--- config.mk ---
export PLATFORM = sky130hd
export DESIGN_NAME = rom_load_sequencer_flat
export DESIGN_NICKNAME = d
export VERILOG_FILES = /design/src/rtl/rom_load_sequencer_pkg.sv /design/src/rtl/rom_load_sequencer_if.sv /design/src/rtl/rom_load_sequencer_region_decode.sv /design/src/rtl/rom_load_sequencer.sv /design/src/flat_wrapper.sv
export SDC_FILE = /design/constraint.sdc
export NUM_CORES = 1
export LEC_CHECK = 0
export ABC_AREA = 1
export CORE_ASPECT_RATIO = 0.75
export CORE_MARGIN = 4
export CORE_UTILIZATION = 60
export CTS_CLUSTER_DIAMETER = 80
export CTS_CLUSTER_SIZE = 40
export DETAILED_ROUTE_END_ITERATION = 10
export MAX_ROUTING_LAYER = met4
export PLACE_DENSITY = 0.85
export SLEW_MARGIN = 0
export SYNTH_ARGS = -nofsm -noshare
export SYNTH_HDL_FRONTEND = slang
export SYNTH_SLANG_ARGS = --single-unit
--- constraint.sdc ---
create_clock -name MCLK -period 5.5 [get_ports MCLK]
set_input_delay 1.1 -clock MCLK [delete_from_list [all_inputs] [get_ports MCLK]]
set_output_delay 1.1 -clock MCLK [all_outputs]
set_load 0.01 [all_outputs]
--- src/rtl/rom_load_sequencer_pkg.sv ---
// rom_load_pkg: shared types and constants for the ROM download sequencer.
//   - state_t      : sequencer FSM states
//   - REGION_BASE  : first download byte of each ROM region (Ninja-Kun map)
//   - REGION_SIZE  : byte size of each ROM region (unused slots are size 0)
//   - ERR_RANGE/ERR_SIZE : bit positions inside the ERR status field
package rom_load_pkg;

    localparam int unsigned ADDR_W     = 25;
    localparam int unsigned REGION_MAX = 8;

    typedef enum logic [2:0] {
        IDLE,
        LOAD,
        DRAIN,
        HOLD,
        RUN,
        FAIL
    } state_t;

    // Index order 7..0; entries 0..3 are main CPU, sub CPU, FG tiles, BG/sprite tiles.
    localparam logic [REGION_MAX-1:0][ADDR_W-1:0] REGION_BASE = {
        25'h0, 25'h0, 25'h0, 25'h0,
        25'h0_C000, 25'h0_8000, 25'h0_4000, 25'h0_0000
    };

    localparam logic [REGION_MAX-1:0][ADDR_W-1:0] REGION_SIZE = {
        25'h0, 25'h0, 25'h0, 25'h0,
        25'h0_6000, 25'h0_4000, 25'h0_4000, 25'h0_4000
    };

    localparam int unsigned ERR_RANGE = 0;
    localparam int unsigned ERR_SIZE  = 1;

endpackage

--- src/rtl/rom_load_sequencer_if.sv ---
// rom_load_sequencer_if: ioctl download stream, ROM write port and core status.
//   master : the sequencer (consumes DL_* and ROM_BUSY, drives the rest)
//   slave  : the surrounding system (hps_io / ROM port / core)
// Optional macro ROM_CHECKSUM_EN adds the CSUM status bus.
interface rom_load_sequencer_if
    import rom_load_pkg::*;
#(
    parameter int unsigned NREG = 4,
    parameter int unsigned AW   = 17
);
    logic              DL_ACT;
    logic              DL_WR;
    logic [ADDR_W-1:0] DL_AD;
    logic [7:0]        DL_DT;
    logic              DL_WAIT;
    logic              ROM_BUSY;
    logic [NREG-1:0]   ROMEN;
    logic [AW-1:0]     ROMAD;
    logic [7:0]        ROMDT;
    logic              CORE_RST;
    logic              LOAD_OK;
    logic [1:0]        ERR;
`ifdef ROM_CHECKSUM_EN
    logic [15:0]       CSUM;
`endif

    modport master (
        input  DL_ACT, DL_WR, DL_AD, DL_DT, ROM_BUSY,
        output DL_WAIT, ROMEN, ROMAD, ROMDT, CORE_RST, LOAD_OK, ERR
`ifdef ROM_CHECKSUM_EN
        , output CSUM
`endif
    );

    modport slave (
        output DL_ACT, DL_WR, DL_AD, DL_DT, ROM_BUSY,
        input  DL_WAIT, ROMEN, ROMAD, ROMDT, CORE_RST, LOAD_OK, ERR
`ifdef ROM_CHECKSUM_EN
        , input CSUM
`endif
    );

endinterface

--- src/rtl/rom_load_sequencer_region_decode.sv ---
// rom_region_decode: maps a linear download address onto a ROM region.
//   ad       : linear download byte address
//   sel      : one-hot region select (all zero when out of range)
//   local_ad : address relative to the selected region base
//   in_range : ad falls inside one of the first NREG regions
module rom_region_decode
    import rom_load_pkg::*;
#(
    parameter int unsigned NREG = 4,
    parameter int unsigned AW   = 17
) (
    input  logic [ADDR_W-1:0] ad,
    output logic [NREG-1:0]   sel,
    output logic [AW-1:0]     local_ad,
    output logic              in_range
);

    logic [NREG-1:0]         hit;
    logic [NREG:0][AW-1:0]   acc;

    assign acc[0] = '0;

    // Regions never overlap, so the per-region hits are already one-hot.
    for (genvar g = 0; g < NREG; g++) begin : g_region
        localparam logic [ADDR_W-1:0] BASE = REGION_BASE[g];
        localparam logic [ADDR_W-1:0] SIZE = REGION_SIZE[g];
        logic [ADDR_W-1:0] off;

        assign off        = ad - BASE;
        assign hit[g]     = (ad >= BASE) && (off < SIZE);
        assign acc[g + 1] = acc[g] | (hit[g] ? AW'(off) : '0);
    end

    assign sel      = hit;
    assign local_ad = acc[NREG];
    assign in_range = |hit;

endmodule

--- src/rtl/rom_load_sequencer.sv ---
// rom_load_sequencer: turns the hps_io ioctl download into ROM region writes
// and owns the game-core reset.
//   MCLK, RESET_N : system clock, asynchronous active-low reset
//   bus (master)  : DL_ACT/DL_WR/DL_AD/DL_DT in, DL_WAIT out (HPS side);
//                   ROM_BUSY in, ROMEN/ROMAD/ROMDT out (ROM port);
//                   CORE_RST, LOAD_OK, ERR out (status)
// Optional macro ROM_CHECKSUM_EN adds IMG_SUM and the CSUM output; a checksum
// mismatch then fails the image exactly like a size mismatch.
module rom_load_sequencer
    import rom_load_pkg::*;
#(
    parameter int unsigned       NREG     = 4,
    parameter logic [ADDR_W-1:0] IMG_SIZE = 25'h1_2000,
    parameter int unsigned       RST_HOLD = 16,
    parameter int unsigned       AW       = 17
`ifdef ROM_CHECKSUM_EN
    ,
    parameter logic [15:0]       IMG_SUM  = 16'h0000
`endif
) (
    input  logic                 MCLK,
    input  logic                 RESET_N,
    rom_load_sequencer_if.master bus
);

    localparam int unsigned HOLD_W = (RST_HOLD > 1) ? $clog2(RST_HOLD) : 1;

    state_t            state_q, state_d;
    logic              dl_act_q;
    logic              pend_q;
    logic [NREG-1:0]   pend_sel_q;
    logic [AW-1:0]     pend_ad_q;
    logic [7:0]        pend_dt_q;
    logic [NREG-1:0]   romen_q;
    logic [AW-1:0]     romad_q;
    logic [7:0]        romdt_q;
    logic              dl_wait_q;
    logic              core_rst_q;
    logic              load_ok_q;
    logic [1:0]        err_q;
    logic [ADDR_W-1:0] cnt_q;
    logic [HOLD_W-1:0] hold_q;

    logic [NREG-1:0]   dec_sel;
    logic [AW-1:0]     dec_ad;
    logic              dec_hit;

    logic start_c, wr_ok_c, new_c, bad_c, have_c, fire_c;
    logic drained_c, hold_done_c, img_bad_c;

    rom_region_decode #(
        .NREG (NREG),
        .AW   (AW)
    ) u_decode (
        .ad       (bus.DL_AD),
        .sel      (dec_sel),
        .local_ad (dec_ad),
        .in_range (dec_hit)
    );

    // A rising DL_ACT starts a load; a byte in that same cycle belongs to it.
    assign start_c     = bus.DL_ACT && !dl_act_q &&
                         (state_q == IDLE || state_q == RUN || state_q == FAIL);
    assign wr_ok_c     = bus.DL_WR && bus.DL_ACT && (state_q == LOAD || start_c);
    assign new_c       = wr_ok_c && dec_hit && !pend_q;
    assign bad_c       = wr_ok_c && (!dec_hit || pend_q);
    // ROM_BUSY is sampled one cycle ahead of the registered write strobe.
    assign have_c      = pend_q || new_c;
    assign fire_c      = have_c && !bus.ROM_BUSY;
    assign drained_c   = (state_q == DRAIN) && !pend_q;
    assign hold_done_c = (state_q == HOLD) && (hold_q == '0);

`ifdef ROM_CHECKSUM_EN
    logic [15:0] csum_q;

    assign img_bad_c = (cnt_q != IMG_SIZE) || (csum_q != IMG_SUM);
    assign bus.CSUM  = csum_q;

    // Running sum of accepted in-range bytes for the current load.
    always_ff @(posedge MCLK or negedge RESET_N) begin
        if (!RESET_N) begin
            csum_q <= '0;
        end else if (start_c) begin
            csum_q <= new_c ? 16'(bus.DL_DT) : '0;
        end else if (new_c) begin
            csum_q <= csum_q + 16'(bus.DL_DT);
        end
    end
`else
    assign img_bad_c = (cnt_q != IMG_SIZE);
`endif

    // State register.
    always_ff @(posedge MCLK or negedge RESET_N) begin
        if (!RESET_N) begin
            state_q <= IDLE;
        end else begin
            state_q <= state_d;
        end
    end

    // Next-state logic.
    always_comb begin
        state_d = state_q;
        case (state_q)
            IDLE, RUN, FAIL: if (start_c) state_d = LOAD;
            LOAD:            if (!bus.DL_ACT) state_d = DRAIN;
            DRAIN:           if (!pend_q) state_d = (err_q[ERR_RANGE] || img_bad_c) ? FAIL : HOLD;
            HOLD:            if (hold_q == '0) state_d = RUN;
            default:         state_d = IDLE;
        endcase
    end

    // Pending buffer, ROM port, byte counter, status and reset hold.
    always_ff @(posedge MCLK or negedge RESET_N) begin
        if (!RESET_N) begin
            dl_act_q   <= 1'b0;
            pend_q     <= 1'b0;
            pend_sel_q <= '0;
            pend_ad_q  <= '0;
            pend_dt_q  <= '0;
            romen_q    <= '0;
            romad_q    <= '0;
            romdt_q    <= '0;
            dl_wait_q  <= 1'b0;
            core_rst_q <= 1'b1;
            load_ok_q  <= 1'b0;
            err_q      <= '0;
            cnt_q      <= '0;
            hold_q     <= '0;
        end else begin
            dl_act_q   <= bus.DL_ACT;
            core_rst_q <= (state_d != RUN);
            dl_wait_q  <= have_c;
            pend_q     <= have_c && bus.ROM_BUSY;

            if (new_c) begin
                pend_sel_q <= dec_sel;
                pend_ad_q  <= dec_ad;
                pend_dt_q  <= bus.DL_DT;
            end

            romen_q <= '0;
            if (fire_c) begin
                romen_q <= pend_q ? pend_sel_q : dec_sel;
                romad_q <= pend_q ? pend_ad_q  : dec_ad;
                romdt_q <= pend_q ? pend_dt_q  : bus.DL_DT;
            end

            // Every byte offered during a load is counted, dropped or not.
            if (start_c) begin
                cnt_q <= wr_ok_c ? ADDR_W'(1) : '0;
            end else if (wr_ok_c && (cnt_q != '1)) begin
                cnt_q <= cnt_q + ADDR_W'(1);
            end

            if (start_c) begin
                err_q            <= '0;
                err_q[ERR_RANGE] <= bad_c;
                load_ok_q        <= 1'b0;
            end else begin
                if (bad_c) err_q[ERR_RANGE] <= 1'b1;
                if (drained_c) err_q[ERR_SIZE] <= img_bad_c;
                if (hold_done_c) load_ok_q <= 1'b1;
            end

            if (drained_c) begin
                hold_q <= HOLD_W'(RST_HOLD - 1);
            end else if (state_q == HOLD && hold_q != '0) begin
                hold_q <= hold_q - HOLD_W'(1);
            end
        end
    end

    assign bus.ROMEN    = romen_q;
    assign bus.ROMAD    = romad_q;
    assign bus.ROMDT    = romdt_q;
    assign bus.DL_WAIT  = dl_wait_q;
    assign bus.CORE_RST = core_rst_q;
    assign bus.LOAD_OK  = load_ok_q;
    assign bus.ERR      = err_q;

endmodule
--- src/flat_wrapper.sv ---
// flat-port wrapper written by rule: the top's interface ports become plain ports
module rom_load_sequencer_flat import rom_load_pkg::*;
#(
    parameter int unsigned       NREG     = 4,
    parameter logic [ADDR_W-1:0] IMG_SIZE = 25'h1_2000,
    parameter int unsigned       RST_HOLD = 16,
    parameter int unsigned       AW       = 17

)
  (MCLK, RESET_N, bus_DL_ACT, bus_DL_WR, bus_DL_AD, bus_DL_DT, bus_ROM_BUSY, bus_DL_WAIT, bus_ROMEN, bus_ROMAD, bus_ROMDT, bus_CORE_RST, bus_LOAD_OK, bus_ERR);
  rom_load_sequencer_if #(.NREG(NREG), .AW(AW)) bus_i ();
  input  logic MCLK;
  input  logic RESET_N;
  input wire logic [$bits(bus_i.DL_ACT)-1:0] bus_DL_ACT;
  input wire logic [$bits(bus_i.DL_WR)-1:0] bus_DL_WR;
  input wire logic [$bits(bus_i.DL_AD)-1:0] bus_DL_AD;
  input wire logic [$bits(bus_i.DL_DT)-1:0] bus_DL_DT;
  input wire logic [$bits(bus_i.ROM_BUSY)-1:0] bus_ROM_BUSY;
  output wire logic [$bits(bus_i.DL_WAIT)-1:0] bus_DL_WAIT;
  output wire logic [$bits(bus_i.ROMEN)-1:0] bus_ROMEN;
  output wire logic [$bits(bus_i.ROMAD)-1:0] bus_ROMAD;
  output wire logic [$bits(bus_i.ROMDT)-1:0] bus_ROMDT;
  output wire logic [$bits(bus_i.CORE_RST)-1:0] bus_CORE_RST;
  output wire logic [$bits(bus_i.LOAD_OK)-1:0] bus_LOAD_OK;
  output wire logic [$bits(bus_i.ERR)-1:0] bus_ERR;
  assign bus_i.DL_ACT = bus_DL_ACT;
  assign bus_i.DL_WR = bus_DL_WR;
  assign bus_i.DL_AD = bus_DL_AD;
  assign bus_i.DL_DT = bus_DL_DT;
  assign bus_i.ROM_BUSY = bus_ROM_BUSY;
  assign bus_DL_WAIT = bus_i.DL_WAIT;
  assign bus_ROMEN = bus_i.ROMEN;
  assign bus_ROMAD = bus_i.ROMAD;
  assign bus_ROMDT = bus_i.ROMDT;
  assign bus_CORE_RST = bus_i.CORE_RST;
  assign bus_LOAD_OK = bus_i.LOAD_OK;
  assign bus_ERR = bus_i.ERR;
  rom_load_sequencer #(.NREG(NREG), .IMG_SIZE(IMG_SIZE), .RST_HOLD(RST_HOLD), .AW(AW)) u_core (.MCLK(MCLK), .RESET_N(RESET_N), .bus(bus_i));
endmodule
==> results of run 1 <==
## worst paths after layout
path	startpoint	to
worst min-delay path	u_core.bus.ROMAD[6]	u_core.bus.ROMAD[6]
worst max-delay path	bus_DL_AD[15]	u_core.bus.ROMAD[10]
worst max register to register	u_core.state_q[2]	u_core.bus.ROMAD[10]
worst min register to register	u_core.bus.ROMAD[6]	u_core.bus.ROMAD[6]
min in group asynchronous	RESET_N	u_core.bus.ROMAD[6]
max in group asynchronous	RESET_N	u_core.bus.ROMAD[15]
## cells in the mapped netlist (all sizes together)
cell	number
inv	80
or2	2
nor3b	3
nand4	10
clkinv	1
o2111ai	1
o21bai	3
a31oi	2
buf	14
dfstp	1
ha	10
o21ai	79
nor4	6
o22ai	2
a21oi	26
nand3	62
dfrtp	96
xnor2	1
a211oi	3
xor2	15
nor3	23
and3	2
and2	1
nand3b	2
o311ai	1
nor2	85
o211ai	3
o31ai	1
nand2b	1
nand2	241
clkbuf	14
a22oi	1
## registers in the layout, summed over array words and instances, names as in the netlist
name / cells
u_core.bus.CORE_RST: 1
u_core.bus.LOAD_OK: 1
u_core.dl_act_q: 1
u_core.bus.ROMDT: 8
u_core.pend_q: 1
u_core.bus.ERR: 2
u_core.state_q: 3
u_core.hold_q: 4
u_core.cnt_q: 25
u_core.pend_sel_q: 4
u_core.bus.ROMEN: 4
u_core.bus.ROMAD: 17
u_core.pend_dt_q: 8
u_core.bus.DL_WAIT: 1
u_core.pend_ad_q: 17
## report_power, final
part / internal (W) / switching, W
sequential: 0.000778 / 0.0000467
clock: 0.000315 / 0.000284
combinational: 0.000153 / 0.000218
total: 0.00125 / 0.000549
## kinds of logic after synthesis
| logic type | Yosys count |
|---|---|
| AO/OA/AOI/OAI | 122 |
| XOR/XNOR | 16 |
| AND/OR/NAND/NOR | 438 |
| buffers and inverters | 109 |
| flip-flops | 97 |
| adder cells (fa/ha/maj) | 10 |
## per-layer routing
layer	global-route usage (%)	vias to the layer above	part of all wire, %
met1	43.4	2616	45
met4	7.56	0	1.8
met3	5.68	28	9.8
met2	42.0	304	43
li1	-	2693	-
met5	-	-	0
## metrics by stage
| step | instances | util [%] | hold slack (ns) | power, W |
|---|---|---|---|---|
| 2_1_floorplan | 792 | - | 0.468 | 0.00103 |
| 3_3_place_gp | 969 | 71.2 | 0.463 | 0.00119 |
| 3_5_place_dp | 969 | 71.2 | 0.465 | 0.00120 |
| 4_1_cts | 985 | 74.3 | 0.484 | 0.00180 |
| 5_1_grt | 985 | 74.3 | 0.503 | 0.00189 |
| 6_report | 985 | 74.3 | 0.480 | 0.00179 |
## critical path: stages
cell and delay (ns):
clkdlybuf4s50_1 0.54, inv_1 0.28, ha_1 0.39, nand2_1 0.17
nor2_2 0.14, xor2_1 0.18, nor2_1 0.06, nand3_1 0.10
nand2_2 0.08, o21bai_4 0.52, nand2_4 0.22, nand2_2 0.58
nand2_1 0.14, nand2_1 0.11
## final cells by class
cell class                 instances  area, sq um
multi-input combinational        586         2930
sequential                        97         2430
fill                             694         2380
timing repair buffer              77          753
inverter                          81          304
clock buffer                       9          225
tap                              128          160
clock inverter                     7         58.8
==> impl_metrics.json, run 1 <==
{
  "status": "completed",
  "cts_tree": "built",
  "drive_gt1_share_pct": 7.23,
  "flow.area_growth_from_synthesis_pct": 17.8,
  "tightest_slew_ns": 0.681,
  "synth_seq_cells": 97,
  "clockBufferDepth": 2,
  "post_cts_resized": 0,
  "cts_sinks": 97,
  "clk_pin_slew_worst_paths_ns": 0.07,
  "rr_worst_depth": 13,
  "synth_area_leaders": "dfrtp_1, nand2_1, o21ai_0, nand3_1, inv_1",
  "layout_commonest_cell": "nand2_1",
  "final-setup-viol-count": 0,
  "clock_latency_ns": 0.35,
  "wl_per_cell_um": 15.7,
  "synth-simple-area-share_pct": 33.9,
  "io_buffers": 71,
  "netlist_instances": 792,
  "die_h_um": 93.3,
  "die_width_um": 122,
  "arrival_ns": 4.65,
  "cts_hold_buf": 0,
  "cts_inserted_buffers": 9,
  "grt-ovfl-total": 0,
  "hold_viol_final": 0,
  "fin_skew_ns": 0.00730,
  "whs_path_depth": 2,
  "cts_root_buffer": "clkbuf_16",
  "cp-end-kind": "register",
  "grt_pass1_vias": 5184,
  "reg2reg_slack_ns": 2.39,
  "htreeDepth": 3,
  "gp_congestion": 0.989,
  "p_per_area_nw_per_um2": 262,
  "die_area_sq_um": 11400,
  "drcViolationCount": 0,
  "synth_cell_type_count": 47,
  "netlist_area_sq_um": 5820,
  "max-cap-violations": 0,
  "synthMuxAreaShare_pct": 0,
  "max_slew_margin_pct": 54.4,
  "synth_top_family_by_area": "simple AND/OR/NAND/NOR gates",
  "min_period_ns": 4.38,
  "tns_ns": 0,
  "grt_setup_unrepaired": "no",
  "core_sq_um": 9230,
  "path_class": "input pin to register",
  "grt_pass1_wl_um": 25800,
  "worstPathRequired_ns": 5.78,
  "dr.pass1.iters": 5,
  "yosysTopAreaCell": "dfrtp_1",
  "grt.total_usage_pct": 29.5,
  "ys.warnings.count": 0,
  "max_freq_mhz": 229,
  "postLayoutCellArea_sq_um": 6860,
  "final.period_utilization_pct": 79.5,
  "hold_path_class": "register to register",
  "place_area_sq_um": 6570,
  "seq_area_frac_synth_pct": 41.7,
  "ir_worst_vdd_mv": 0.190,
  "vias": 5641,
  "io_pins": 72,
  "fin_ws_ns": 1.12,
  "n_antenna_cell": 0,
  "yosys.area_share.xor_xnor_pct": 2.41,
  "drtIter0Drc": 827,
  "start_kind": "input pin",
  "nets": 900,
  "drv_slew": 0,
  "p_leak_nw": 3.19,
  "synth_top_area_share_pct": 41.3,
  "num_rows": 30,
  "synth_compound_area_share_pct": 11.8,
  "yosys.area_share.adder_pct": 2.15,
  "antenna_found_initial": 0,
  "vias_per_cell": 5.73,
  "drtAntennaViolNets": 0,
  "worstPathMaxFanout": 29,
  "avgSynthCellArea_sq_um": 7.35,
  "totalWireLength_um": 15400,
  "start_util_pct": 63.0,
  "grt_max_degree": 53,
  "dpl_worst_slack_ns": 0.852,
  "cts_setup_buffers": 0,
  "hpwlAfterDp_um": 11600,
  "synth_nets": 840,
  "mostFrequentLayoutCells": "nand2_1, dfrtp_1, inv_1"
}
No activity file was read; power rests on OpenSTA's default activity.
==> inputs of run 2 (changes only) <==
Settings changed: CORE_UTILIZATION 60 to 56, PLACE_DENSITY 0.85 to 0.8.
Clock period 5.5 ns to 4.5 ns, I/O delays scaled along.
==> run 2 against run 1 <==
Against the previous run: register-to-register slack got worse by 0.63 ns; via count fell by 0.51%; sequential cell count did not move; largest power group unchanged; power rose by 24%; die area rose by 6.6%; wire length rose by 6.9%.
==> impl_metrics.json, run 2 (synthesis gave the netlist of run 1 again) <==
{
  "status": "completed",
  "layout_commonest_cell": "nand2_1",
  "grt-ovfl-total": 0,
  "max_slew_margin_pct": 41.0,
  "postLayoutCoreUtil_pct": 69.7,
  "drtAntennaViolNets": 0,
  "final-setup-viol-count": 0,
  "critical_path.endpoint": "u_core.bus.ROMAD[7]",
  "mostFrequentLayoutCells": "nand2_1, dfrtp_1, inv_1",
  "grt.total_usage_pct": 28.8,
  "post_cts_resized": 0,
  "max_freq_mhz": 256,
  "hpwlAfterDp_um": 12300,
  "nets": 901,
  "drcViolationCount": 0,
  "clockBufferDepth": 2,
  "num_rows": 31,
  "vias": 5612,
  "crit_chain": "clkdlybuf4s50_1 -> inv_1 -> ha_1 -> nand2_1 -> nor2_2 -> xor2_1 -> nor2_1 -> nand3_1 -> nand2_2 -> o21bai_4 -> nand2_4 -> nand2_2 -> buf_12 -> nand2_1 -> nand2_1",
  "die_width_um": 126,
  "clock_latency_ns": 0.35,
  "critical_path_buf_inv_count": 3,
  "gp_congestion": 1.05,
  "critical-path-top-delay-family": "simple AND/OR/NAND/NOR gates",
  "fill_cells": 832,
  "htreeDepth": 3,
  "drive_gt1_share_pct": 7.23,
  "setup.worst_path.start": "bus_DL_AD[15]",
  "largest_register": "u_core.cnt_q",
  "hold_viol_final": 0,
  "core_sq_um": 9890,
  "clk_pin_slew_worst_paths_ns": 0.06,
  "reg2reg_slack_ns": 1.76,
  "dr.pass1.iters": 5,
  "p_leak_nw": 3.20,
  "io_buffers": 71,
  "drv_slew": 0,
  "path_class": "input pin to register",
  "flow.area_growth_from_synthesis_pct": 18.4,
  "grt_pass1_vias": 5108,
  "tns_ns": 0,
  "timing.rr.start": "u_core.state_q[2]",
  "slowest_delay_ns": 0.60,
  "grt_pass1_wl_um": 26600,
  "arrival_ns": 4.18,
  "antenna_found_initial": 0,
  "hold_path_class": "register to register",
  "timing.rr.end": "u_core.bus.ROMAD[7]",
  "worstPathRequired_ns": 4.77,
  "io_pins": 72,
  "cts_root_buffer": "clkbuf_16",
  "wl_per_cell_um": 16.7,
  "cts_sinks": 97,
  "die_h_um": 96.3,
  "tightest_slew_ns": 0.885,
  "rr_worst_depth": 12,
  "worstPathMaxFanout": 24,
  "totalWireLength_um": 16500,
  "cts_setup_buffers": 0,
  "min_period_ns": 3.90,
  "cp.depth": 15,
  "drtIter0Drc": 590,
  "die_area_sq_um": 12100,
  "n_antenna_cell": 0,
  "slowest_stage": "clkdlybuf4s50_1",
  "largest_reg_flops": 25,
  "start_util_pct": 58.9,
  "fin_skew_ns": 0.00898,
  "start_kind": "input pin",
  "grt_setup_unrepaired": "no",
  "vias_per_cell": 5.67,
  "final.period_utilization_pct": 86.7,
  "cts_hold_buf": 0,
  "cts_tree": "built",
  "max-cap-violations": 0,
  "cts_inserted_buffers": 9,
  "ir_worst_vdd_mv": 0.365,
  "grt_max_degree": 69,
  "cp-end-kind": "register",
  "p_per_area_nw_per_um2": 323,
  "cpMostUsedCell": "nand2_1"
}
==> run 2: power by group <==
part           switching, W  internal, W
logic              0.000274     0.000184
registers         0.0000570     0.000952
clock network      0.000326     0.000433
total              0.000656      0.00157
==> run 2: tightest hold or removal path: stages, from the launching register on <==
cell     delay (ns)
dfrtp_1        0.35
nand2_1        0.05
nand2_1        0.05
==> run 2: per-stage QoR <==
step	setup slack [ns]	hold WS [ns]	cell area [sq um]	total power, W	cells
floorplan	1.70	0.468	5820	0.00126	792
global placement	0.433	0.470	6600	0.00146	974
detailed placement	0.364	0.469	6600	0.00147	974
CTS	0.715	0.485	6890	0.00223	990
global route	0.375	0.515	6890	0.00235	990
finish	0.598	0.485	6890	0.00222	990
==> run 2: final cells by class <==
type | count | area (sq um) | share of cell area (%)
Sequential cell | 97 | 2430 | 35.2
Clock buffer | 10 | 229 | 3.32
Tap cell | 132 | 165 | 2.40
Clock inverter | 6 | 67.6 | 0.980
Timing Repair Buffer | 78 | 773 | 11.2
Inverter | 81 | 304 | 4.41
Multi-Input combinational cell | 586 | 2930 | 42.5
==> run 2: routing by layer <==
layer / part of all wire (%) / track usage (%)
met1: 48 / 43.9
met2: 40 / 37.5
met4: 0.69 / 3.04
met5: 0 / -
met3: 11 / 10.4
==> run 2: how the worst min path moves through the flow <==
stage | cells after the start | end | slack, ns | startpoint
CTS | 2 | u_core.bus.ROMAD[5] | 0.48 | u_core.bus.ROMAD[5]
global route | 2 | u_core.bus.ROMAD[5] | 0.51 | u_core.bus.ROMAD[5]
finish | 2 | u_core.bus.ROMAD[2] | 0.49 | u_core.bus.ROMAD[2]
detailed placement | 2 | u_core.bus.ROMAD[5] | 0.47 | u_core.bus.ROMAD[5]
global placement | 2 | u_core.bus.ROMAD[5] | 0.47 | u_core.bus.ROMAD[5]
floorplan | 2 | u_core.pend_sel_q[0] | 0.47 | u_core.pend_sel_q[0]
==> inputs of run 3 (changes only) <==
Settings changed: CORE_MARGIN 4 to 2, GPL_TIMING_DRIVEN from default to 0.
==> run 3 against run 2 <==
Against the previous run: global-route usage is 1.1 points higher; largest power group unchanged; maximum frequency rose by 4.1%; highest routed layer unchanged; power increased by 2.8%; sequential power is essentially flat; final area is 1.6% higher; count of clock-buffer cells in the layout did not move; core utilization shrank 1.1 points.
==> impl_metrics.json, run 3 (synthesis gave the netlist of run 1 again) <==
{
  "status": "completed",
  "fill_cells": 891,
  "timing.rr.end": "u_core.pend_ad_q[6]",
  "cp-end-kind": "register",
  "hpwlAfterDp_um": 11700,
  "arrival_ns": 3.96,
  "clk_pin_slew_worst_paths_ns": 0.06,
  "path_class": "input pin to register",
  "io_buffers": 67,
  "cts_root_buffer": "clkbuf_16",
  "cts_tree": "built",
  "worstPathMaxFanout": 10,
  "antenna_found_initial": 0,
  "final.period_utilization_pct": 83.3,
  "grt_pass1_vias": 5368,
  "post_cts_resized": 0,
  "cts_setup_buffers": 0,
  "p_per_area_nw_per_um2": 327,
  "drcViolationCount": 0,
  "cts_sinks": 97,
  "start_kind": "input pin",
  "drive_gt1_share_pct": 7.88,
  "die_h_um": 92.3,
  "vias_per_cell": 5.64,
  "num_rows": 32,
  "gp_congestion": 0.984,
  "max_slew_margin_pct": 55.6,
  "clock_latency_ns": 0.34,
  "tns_ns": 0,
  "grt_setup_unrepaired": "no",
  "die_area_sq_um": 11200,
  "vias": 5705,
  "max_freq_mhz": 267,
  "grt_pass1_wl_um": 25900,
  "holdPathEnd": "u_core.bus.ROMAD[5]",
  "hold_path_class": "register to register",
  "reg2reg_slack_ns": 1.79,
  "grt-ovfl-total": 0,
  "flow.area_growth_from_synthesis_pct": 20.4,
  "drv_slew": 0,
  "drtAntennaViolNets": 0,
  "mostFrequentLayoutCells": "nand2_1, dfrtp_1, inv_1",
  "rr_worst_depth": 11,
  "wl_per_cell_um": 15.6,
  "cts_inserted_buffers": 9,
  "tightest_slew_ns": 0.661,
  "p_leak_nw": 3.27,
  "start_util_pct": 57.0,
  "clockBufferDepth": 2,
  "largest_reg_flops": 25,
  "final-setup-viol-count": 0,
  "totalWireLength_um": 15800,
  "layout_commonest_cell": "nand2_1",
  "io_pins": 72,
  "die_width_um": 122,
  "fin_skew_ns": 0.00626,
  "nets": 919,
  "worstPathRequired_ns": 4.71,
  "drtIter0Drc": 569,
  "hold_viol_final": 0,
  "cts_hold_buf": 0,
  "core_sq_um": 10200,
  "n_antenna_cell": 0,
  "timing.rr.start": "u_core.state_q[2]",
  "htreeDepth": 3,
  "ir_worst_vdd_mv": 0.244,
  "min_period_ns": 3.75,
  "largest_register": "u_core.cnt_q",
  "grt_max_degree": 58,
  "max-cap-violations": 0,
  "whs_path_depth": 2,
  "dr.pass1.iters": 5,
  "worstHoldStart": "u_core.bus.ROMAD[5]",
  "grt.total_usage_pct": 29.9,
  "postLayoutCoreUtil_pct": 68.6
}
## run 3: changes by cell type in the layout (fill, tap and decap cells not counted), moves of 3 or more
| cell | delta |
|---|---|
| buf_2 | +6 |
| buf_4 | -3 |
| buf_6 | +3 |
| clkbuf_1 | +14 |
| clkdlybuf4s50_1 | -4 |
## run 3: how the worst max path moves through the flow
stage                        from                   to  slack, ns  cells after the start
detailed placement  bus_DL_AD[15]  u_core.pend_ad_q[6]       0.56                     14
CTS                 bus_DL_AD[15]  u_core.pend_ad_q[6]       0.86                     14
finish              bus_DL_AD[15]  u_core.pend_ad_q[6]       0.75                     14
global placement          RESET_N     u_core.hold_q[3]      -0.95                      1
floorplan           bus_DL_AD[15]  u_core.bus.ROMDT[3]       1.70                     16
global route        bus_DL_AD[15]  u_core.pend_ad_q[6]       0.49                     14
## run 3: where the power goes
| group | switching (W) | internal (W) |
|---|---|---|
| sequential | 0.0000568 | 0.000951 |
| clock | 0.000335 | 0.000490 |
| combinational | 0.000268 | 0.000186 |
## run 3: through the flow
stage | std cells | setup slack, ns | instance area [sq um] | hold WS (ns) | power, W
3_5_place_dp | 996 | 0.565 | 6690 | 0.469 | 0.00147
3_3_place_gp | 995 | -0.951 | 6660 | 0.461 | 0.00145
2_1_floorplan | 792 | 1.70 | 5820 | 0.468 | 0.00126
6_report | 1012 | 0.752 | 7010 | 0.480 | 0.00229
4_1_cts | 1012 | 0.858 | 7010 | 0.487 | 0.00229
5_1_grt | 1012 | 0.488 | 7010 | 0.507 | 0.00239
## run 3: cell type report
class / instances / area (sq um) / area share [%]
Clock inverter: 6 / 90.1 / 1.29
Timing Repair Buffer: 68 / 696 / 9.93
Multi-Input combinational cell: 586 / 2930 / 41.8
Sequential cell: 97 / 2430 / 34.7
Clock buffer: 10 / 229 / 3.27
Buffer: 28 / 163 / 2.32
Inverter: 81 / 304 / 4.34
Tap cell: 136 / 170 / 2.43
## run 3: critical path: stages
cell and delay [ns]:
clkdlybuf4s50_1 0.59, inv_1 0.35, ha_1 0.19, buf_2 0.21
nand2_1 0.15, nor2_2 0.13, xor2_1 0.17, nor2_1 0.06
nand3_1 0.10, nand2_2 0.09, o21bai_4 0.30, clkbuf_1 0.40
o21ai_0 0.14, o21ai_0 0.16
## run 3: per-layer routing
metal	up-vias	routed length, um	global-route usage [%]
met1	2673	7520	44.3
met5	-	0	-
li1	2726	-	-
met2	279	6780	43.0
met3	27	1330	6.03
met4	0	184	6.13
